--- src/rtl/alu_pkg.sv ---
// Shared types for seq_alu: opcode and FSM state encodings.
package alu_pkg;

  localparam int unsigned OP_W = 3;

  typedef enum logic [OP_W-1:0] {
    OP_ADD = 3'd0,
    OP_SUB = 3'd1,
    OP_AND = 3'd2,
    OP_OR  = 3'd3,
    OP_XOR = 3'd4,
    OP_MUL = 3'd5,
    OP_DIV = 3'd6,
    OP_CMP = 3'd7
  } op_e;

  typedef enum logic [1:0] {
    S_IDLE = 2'd0,
    S_EXEC = 2'd1,
    S_DONE = 2'd2
  } state_e;

endpackage

--- src/rtl/seq_muldiv_core.sv ---
// Iterative shift-add multiplier / restoring divider, one bit per cycle.
// Divider logic is present only when SEQ_ALU_DIV_EN is defined.
// o_done_c / o_lo_c / o_hi_c are combinational: on the last step they carry
// the final result so the caller can register it on that same edge.
module seq_muldiv_core
  import alu_pkg::*;
#(
  parameter int unsigned WIDTH = 8
) (
  input  logic             clk,
  input  logic             rst_n,
  input  logic             i_start,
`ifdef SEQ_ALU_DIV_EN
  input  logic             i_div,
`endif
  input  logic [WIDTH-1:0] i_a,
  input  logic [WIDTH-1:0] i_b,
  output logic             o_busy,
  output logic             o_done_c,
  output logic [WIDTH-1:0] o_lo_c,
  output logic [WIDTH-1:0] o_hi_c
);

  localparam int unsigned CNT_W = $clog2(WIDTH) + 1;
  localparam logic [CNT_W-1:0] CNT_LAST = CNT_W'(WIDTH - 1);

  logic             r_busy;
  logic [CNT_W-1:0] r_cnt;
  logic [WIDTH-1:0] r_b;
  logic [WIDTH-1:0] r_hi;
  logic [WIDTH-1:0] r_lo;
  logic [WIDTH:0]   w_mul_sum;
  logic [WIDTH-1:0] w_mul_hi;
  logic [WIDTH-1:0] w_mul_lo;
`ifdef SEQ_ALU_DIV_EN
  logic             r_div;
  logic [WIDTH:0]   w_div_sh;
  logic [WIDTH:0]   w_div_diff;
  logic             w_div_ge;
  logic [WIDTH-1:0] w_div_hi;
  logic [WIDTH-1:0] w_div_lo;
`endif

  // One step of each engine from the current partial state
  always_comb begin
    w_mul_sum = {1'b0, r_hi} + (r_lo[0] ? {1'b0, r_b} : (WIDTH+1)'(0));
    w_mul_hi  = w_mul_sum[WIDTH:1];
    w_mul_lo  = {w_mul_sum[0], r_lo[WIDTH-1:1]};
`ifdef SEQ_ALU_DIV_EN
    w_div_sh   = {r_hi, r_lo[WIDTH-1]};
    w_div_diff = w_div_sh - {1'b0, r_b};
    w_div_ge   = (w_div_sh >= {1'b0, r_b});
    w_div_hi   = w_div_ge ? w_div_diff[WIDTH-1:0] : w_div_sh[WIDTH-1:0];
    w_div_lo   = {r_lo[WIDTH-2:0], w_div_ge};
    o_lo_c     = r_div ? w_div_lo : w_mul_lo;
    o_hi_c     = r_div ? w_div_hi : w_mul_hi;
`else
    o_lo_c     = w_mul_lo;
    o_hi_c     = w_mul_hi;
`endif
  end

  assign o_busy   = r_busy;
  assign o_done_c = r_busy && (r_cnt == CNT_LAST);

  // Load on start, then iterate; counter saturates at the last step
  always_ff @(posedge clk) begin
    if (!rst_n) begin
      r_busy <= 1'b0;
      r_cnt  <= '0;
      r_b    <= '0;
      r_hi   <= '0;
      r_lo   <= '0;
`ifdef SEQ_ALU_DIV_EN
      r_div  <= 1'b0;
`endif
    end else if (i_start) begin
      r_busy <= 1'b1;
      r_cnt  <= '0;
      r_hi   <= '0;
`ifdef SEQ_ALU_DIV_EN
      r_div  <= i_div;
      r_b    <= i_div ? i_b : i_a;
      r_lo   <= i_div ? i_a : i_b;
`else
      r_b    <= i_a;
      r_lo   <= i_b;
`endif
    end else if (r_busy) begin
      r_hi <= o_hi_c;
      r_lo <= o_lo_c;
      if (r_cnt == CNT_LAST) begin
        r_busy <= 1'b0;
      end else begin
        r_cnt <= r_cnt + CNT_W'(1);
      end
    end
  end

endmodule

--- src/rtl/seq_alu.sv ---
// Multi-cycle 8-op ALU with valid/ready on both sides and status flags.
// Define SEQ_ALU_DIV_EN to build the divider; otherwise opcode 6 returns 0.
module seq_alu
  import alu_pkg::*;
#(
  parameter int unsigned WIDTH = 8
) (
  input  logic             clk,
  input  logic             rst_n,
  input  logic             in_valid,
  output logic             in_ready,
  input  logic [WIDTH-1:0] x,
  input  logic [WIDTH-1:0] y,
  input  logic [OP_W-1:0]  selector,
  output logic             out_valid,
  input  logic             out_ready,
  output logic [WIDTH-1:0] result_lo,
  output logic [WIDTH-1:0] result_hi,
  output logic             carry,
  output logic             zero,
  output logic             dbz
);

  state_e           r_state, w_state_nxt;
  op_e              r_op;
  logic [WIDTH-1:0] r_x, r_y;
  logic [WIDTH-1:0] r_lo, r_hi, w_lo_nxt, w_hi_nxt;
  logic             r_carry, r_zero, r_dbz, r_out_valid, r_in_ready;
  logic             w_carry_nxt, w_zero_nxt, w_dbz_nxt, w_out_valid_nxt, w_in_ready_nxt;
  logic             w_finish, w_core_start, w_core_busy, w_core_done;
  logic [WIDTH:0]   w_sum;
  logic [WIDTH-1:0] w_core_lo, w_core_hi;
  op_e              w_in_op;

  assign w_in_op   = op_e'(selector);
  assign in_ready  = r_in_ready;
  assign out_valid = r_out_valid;
  assign result_lo = r_lo;
  assign result_hi = r_hi;
  assign carry     = r_carry;
  assign zero      = r_zero;
  assign dbz       = r_dbz;

  seq_muldiv_core #(.WIDTH(WIDTH)) u_core (
    .clk      (clk),
    .rst_n    (rst_n),
    .i_start  (w_core_start),
`ifdef SEQ_ALU_DIV_EN
    .i_div    (w_in_op == OP_DIV),
`endif
    .i_a      (x),
    .i_b      (y),
    .o_busy   (w_core_busy),
    .o_done_c (w_core_done),
    .o_lo_c   (w_core_lo),
    .o_hi_c   (w_core_hi)
  );

  // Next state, next registered outputs, and core start
  always_comb begin
    w_state_nxt     = r_state;
    w_lo_nxt        = r_lo;
    w_hi_nxt        = r_hi;
    w_carry_nxt     = r_carry;
    w_zero_nxt      = r_zero;
    w_dbz_nxt       = r_dbz;
    w_out_valid_nxt = r_out_valid;
    w_finish        = 1'b0;
    w_core_start    = 1'b0;
    w_sum           = '0;
    case (r_state)
      S_IDLE: begin
        if (in_valid) begin
          w_state_nxt = S_EXEC;
`ifdef SEQ_ALU_DIV_EN
          w_core_start = !w_core_busy &&
                         ((w_in_op == OP_MUL) || ((w_in_op == OP_DIV) && (y != '0)));
`else
          w_core_start = !w_core_busy && (w_in_op == OP_MUL);
`endif
        end
      end
      S_EXEC: begin
        w_hi_nxt    = '0;
        w_carry_nxt = 1'b0;
        w_dbz_nxt   = 1'b0;
        case (r_op)
          OP_ADD: begin
            w_sum       = {1'b0, r_x} + {1'b0, r_y};
            w_lo_nxt    = w_sum[WIDTH-1:0];
            w_carry_nxt = w_sum[WIDTH];
            w_finish    = 1'b1;
          end
          OP_SUB: begin
            w_sum       = {1'b0, r_x} - {1'b0, r_y};
            w_lo_nxt    = w_sum[WIDTH-1:0];
            w_carry_nxt = w_sum[WIDTH];
            w_finish    = 1'b1;
          end
          OP_AND: begin w_lo_nxt = r_x & r_y; w_finish = 1'b1; end
          OP_OR:  begin w_lo_nxt = r_x | r_y; w_finish = 1'b1; end
          OP_XOR: begin w_lo_nxt = r_x ^ r_y; w_finish = 1'b1; end
          OP_MUL: begin
            w_lo_nxt = w_core_lo;
            w_hi_nxt = w_core_hi;
            w_finish = w_core_done;
          end
          OP_DIV: begin
`ifdef SEQ_ALU_DIV_EN
            if (r_y == '0) begin
              w_lo_nxt  = '1;
              w_hi_nxt  = r_x;
              w_dbz_nxt = 1'b1;
              w_finish  = 1'b1;
            end else begin
              w_lo_nxt = w_core_lo;
              w_hi_nxt = w_core_hi;
              w_finish = w_core_done;
            end
`else
            w_lo_nxt = '0;
            w_finish = 1'b1;
`endif
          end
          OP_CMP: begin
            w_lo_nxt    = '0;
            w_lo_nxt[2] = (r_x > r_y);
            w_lo_nxt[1] = (r_x == r_y);
            w_lo_nxt[0] = (r_x < r_y);
            w_finish    = 1'b1;
          end
          default: w_finish = 1'b1;
        endcase
        if (w_finish) begin
          w_state_nxt     = S_DONE;
          w_out_valid_nxt = 1'b1;
          w_zero_nxt      = ({w_hi_nxt, w_lo_nxt} == '0);
        end
      end
      S_DONE: begin
        if (out_ready) begin
          w_out_valid_nxt = 1'b0;
          w_state_nxt     = S_IDLE;
        end
      end
      default: w_state_nxt = S_IDLE;
    endcase
    w_in_ready_nxt = (w_state_nxt == S_IDLE);
  end

  // State and output registers
  always_ff @(posedge clk) begin
    if (!rst_n) begin
      r_state     <= S_IDLE;
      r_lo        <= '0;
      r_hi        <= '0;
      r_carry     <= 1'b0;
      r_zero      <= 1'b0;
      r_dbz       <= 1'b0;
      r_out_valid <= 1'b0;
      r_in_ready  <= 1'b1;
    end else begin
      r_state     <= w_state_nxt;
      r_lo        <= w_lo_nxt;
      r_hi        <= w_hi_nxt;
      r_carry     <= w_carry_nxt;
      r_zero      <= w_zero_nxt;
      r_dbz       <= w_dbz_nxt;
      r_out_valid <= w_out_valid_nxt;
      r_in_ready  <= w_in_ready_nxt;
    end
  end

  // Operand capture on acceptance only
  always_ff @(posedge clk) begin
    if (!rst_n) begin
      r_x  <= '0;
      r_y  <= '0;
      r_op <= OP_ADD;
    end else if ((r_state == S_IDLE) && in_valid) begin
      r_x  <= x;
      r_y  <= y;
      r_op <= w_in_op;
    end
  end

endmodule

--- config.mk ---
export PLATFORM = sky130hd
export DESIGN_NAME = seq_alu
export DESIGN_NICKNAME = d
export VERILOG_FILES = /design/src/rtl/alu_pkg.sv /design/src/rtl/seq_muldiv_core.sv /design/src/rtl/seq_alu.sv
export SDC_FILE = /design/constraint.sdc
export NUM_CORES = 1
export LEC_CHECK = 0
export CAP_MARGIN = 30
export CORE_MARGIN = 8
export CORE_UTILIZATION = 60
export CTS_CLUSTER_DIAMETER = 60
export CTS_CLUSTER_SIZE = 10
export DETAILED_ROUTE_END_ITERATION = 16
export GPL_TIMING_DRIVEN = 1
export PLACE_DENSITY = 0.94
export SYNTH_ARGS = -nofsm -noshare
export SYNTH_HDL_FRONTEND = slang
export SYNTH_SLANG_ARGS = --single-unit
--- constraint.sdc ---
create_clock -name clk -period 3.68 [get_ports clk]
set_input_delay 1.104 -clock clk [delete_from_list [all_inputs] [get_ports clk]]
set_output_delay 1.104 -clock clk [all_outputs]
set_load 0.02 [all_outputs]
==> results.cfg <==
[worst_setup_path]
path_max_fanout = 9
rr_worst_depth = 10
max_stage_delay_ns = 0.44
path_cells = and2_1 > ha_1 > fa_1 > a211oi_1 > nor2_1 > xor2_1 > o41ai_1 > nand3_1 > nor4_1 > a41o_1
worstPathArrival_ns = 3.07
end_kind = register
startpoint_type = register
critPathBufInv = 0
path_class = reg -> reg
cpLargestDelayFamily = compound AO/OA/AOI/OAI gates
rrSetupSlack_ns = 0.91
r2r_end = zero
startpoint = u_core.r_lo[0]
crit_path_top_delay_cell = fa_1
rr_startpoint = u_core.r_lo[0]
cp.required_ns = 3.98

[finish]
drive_gt1_share_pct = 4.36
n_antenna_cell = 0
regArea_um2 = 1400
fin_util_pct = 71.5
multi_input_area_um2 = 2540
nets = 628
area_delta_synth_final_pct = 15.9
fillers = 518

[logic_synthesis]
yosys.cell_types.count = 57
synth_top_family_by_area = compound AO/OA/AOI/OAI gates
synthFlopType = dfxtp_1
synth-simple-area-share_pct = 21.2
syn_nets = 602
synth-seq-cells = 70
muxShareOfSynthArea_pct = 2.42
syn_area_um2 = 4190
synth_xor_area_share_pct = 2.09
syn_inst = 543
ys_seq_area_share_pct = 33.4
synth-edff-count = 0
synth-async-reset-ratio_pct = 0
synth_fa_ha_area_share_pct = 11.3
synth-compound-area-share_pct = 23.5
syn_area_per_cell_um2 = 7.72
synth_warnings = 0

[place]
place_congestion = 0.977
dp_hpwl_mm = 8.56
dp_slack_ns = 0.897
port_buffers = 42

[sta]
tightest_slew_ns = 0.775
hold_viol = 0
rsz0062_at_grt = false
worst_slack_ns = 0.911
timing.fmax_mhz = 361
finalCritPeriodShare_pct = 75.3
setup_viol = 0
clock_skew_ns = 0.0116
finalSetupTns_ns = 0
fin_crit_ns = 2.77
slew_violations = 0
max_slew_margin_pct = 48.2

[worst_hold_path]
min_path_type = reg -> reg
min_from = u_core.r_b[3]
hold_depth = 2
hold_path_end = u_core.r_b[3]

[outcome]
status = complete, no violations

[route]
drt-initial-drc-count = 290
via_per_inst = 6.13
drt_wl_total_mm = 11.7
drc = 0
drt-pass1-iter-count = 7
vias = 4109
drtAntennaViolNets = 0
post_drt_wl_per_cell_um = 17.5

[clock_network]
cts_tree = done
clock_path_buffers = 2
cts_root_buffer = clkbuf_8
clkLatencyLatePin_ns = 0.35
post_cts_buffers = 0
numCtsBuffers = 9
h-tree-depth = 3
cts.sinks = 70
hold_buffers = 0
cts-resized-gates = 0
path_clk_slew_ns = 0.07

[die]
floorplan.die.height_um = 99.6
die_width_um = 99.6
rows = 30
die_area_um2 = 9920
ios = 44
core_region_area_um2 = 6790
start_util_pct = 61.7

[global_routing]
antenna_found_initial = 0
grt_pass1_vias = 3946
grt_pass1_wl_mm = 19.4
grt.overflow.total = 0
grt_max_degree = 57
grt_util_all_layers_pct = 24.2

[pwr]
power_leakage_uw = 0.00186
ir_worst_vdd_mv = 0.305
power.density_nw_per_um2 = 386

[job]
cap_violations = 0
stage by stage:
stage	total power, uW	std cells	area, um^2	hold slack, ns
3_3_place_gp	1160	654	4630	0.441
5_1_grt	1950	670	4860	0.471
2_1_floorplan	1070	543	4190	0.432
4_1_cts	1870	670	4860	0.454
3_5_place_dp	1170	654	4630	0.444
6_report	1880	670	4860	0.452
how the worst max path moves through the flow:
stage                            endpoint  slack [ns]  cells after the start
after CTS                            zero        0.97                     10
after floorplan                      zero        1.28                     10
after global placement    u_core.r_cnt[2]        0.94                      5
after global routing                 zero        0.55                     10
after detailed placement   u_core.r_lo[2]        0.90                      7
final                                zero        0.91                     10
sequential cells by signal, summed over array words and instances, names as in the netlist:
| register | count |
|---|---|
| zero | 1 |
| u_core.r_b | 8 |
| carry | 1 |
| r_x | 8 |
| r_state | 2 |
| u_core.r_lo | 8 |
| u_core.r_hi | 8 |
| result_hi | 8 |
| result_lo | 8 |
| r_op | 3 |
| r_y | 8 |
| u_core.r_cnt | 4 |
| in_ready | 1 |
| out_valid | 1 |
| u_core.o_busy | 1 |
placed cells by master, fill, tap and decap left out, types with 3 or more instances in the layout:
cell type	n
nor4_1	6
nand2b_1	4
nor3_1	9
and2_1	11
a221oi_1	4
xor2_1	8
buf_4	5
inv_1	29
mux2i_1	9
or2_2	3
a211o_1	4
nand3_1	7
nand2_1	88
clkbuf_8	11
clkdlybuf4s50_1	42
o211ai_1	4
a21oi_1	69
nor2_1	51
a22oi_1	13
fa_1	3
a211oi_1	10
nor2b_1	6
o21ai_0	21
ha_1	33
or3_1	5
dfxtp_1	70
a21o_1	4
cells by family (layout without fill, tap and decap cells):
logic type,after synthesis,count (layout)
DFF,70,70
and+or+nand+nor,199,199
xor gates and xnor gates,10,10
other,1,1
AOI/OAI and AO/OA,156,156
adders and majority gates,36,36
buffers and inverters,61,92
muxes,10,10
power by group:
part | switching, uW | internal [uW] | leakage, uW | total, uW
Combinational | 211 | 140 | 0.00118 | 351
Clock | 289 | 418 | 0.000116 | 707
Sequential | 32.4 | 785 | 0.000569 | 818
synth_stat cells (3+ instances only):
master | count | area, um^2
a211o_1 | 4 | 35.0
o211ai_1 | 4 | 30.0
nand3_1 | 7 | 35.0
inv_1 | 29 | 109
clkbuf_1 | 18 | 67.6
xor2_1 | 8 | 70.1
a21oi_1 | 69 | 345
nor2b_1 | 6 | 37.5
or3_1 | 5 | 31.3
nor3_1 | 9 | 45.0
dfxtp_1 | 70 | 1400
a221oi_1 | 4 | 35.0
and2_1 | 11 | 68.8
ha_1 | 33 | 413
o21ai_0 | 21 | 105
buf_2 | 10 | 50.1
nand2b_1 | 4 | 25.0
nand2_1 | 88 | 330
nor2_1 | 51 | 191
a211oi_1 | 10 | 75.1
nor4_1 | 6 | 37.5
mux2i_1 | 9 | 90.1
or2_2 | 3 | 18.8
a21o_1 | 4 | 30.0
fa_1 | 3 | 60.1
a22oi_1 | 13 | 97.6
final cells by class:
cell class | instances | share of cell area, %
Clock buffer | 11 | 3.11
Clock inverter | 5 | 1.67
Inverter | 29 | 2.24
Multi-Input combinational cell | 412 | 52.3
Sequential cell | 70 | 28.8
Tap cell | 96 | 2.47
Timing Repair Buffer | 47 | 9.42
per-layer routing:
layer  vias to the layer above  track usage [%]  share of wire (%)
met5                         -                0                  0
met4                         0             10.6                3.2
met3                        35             5.45                8.1
met2                       199             41.3                 48
met1                      1926             28.3                 40
li1                       1949                -                  -
worst min-delay path: stages (launching register included):
cell and delay, ns:
dfxtp_1 0.31, nand2_1 0.05, a21oi_1 0.05
(Power assumes the default switching activity.)
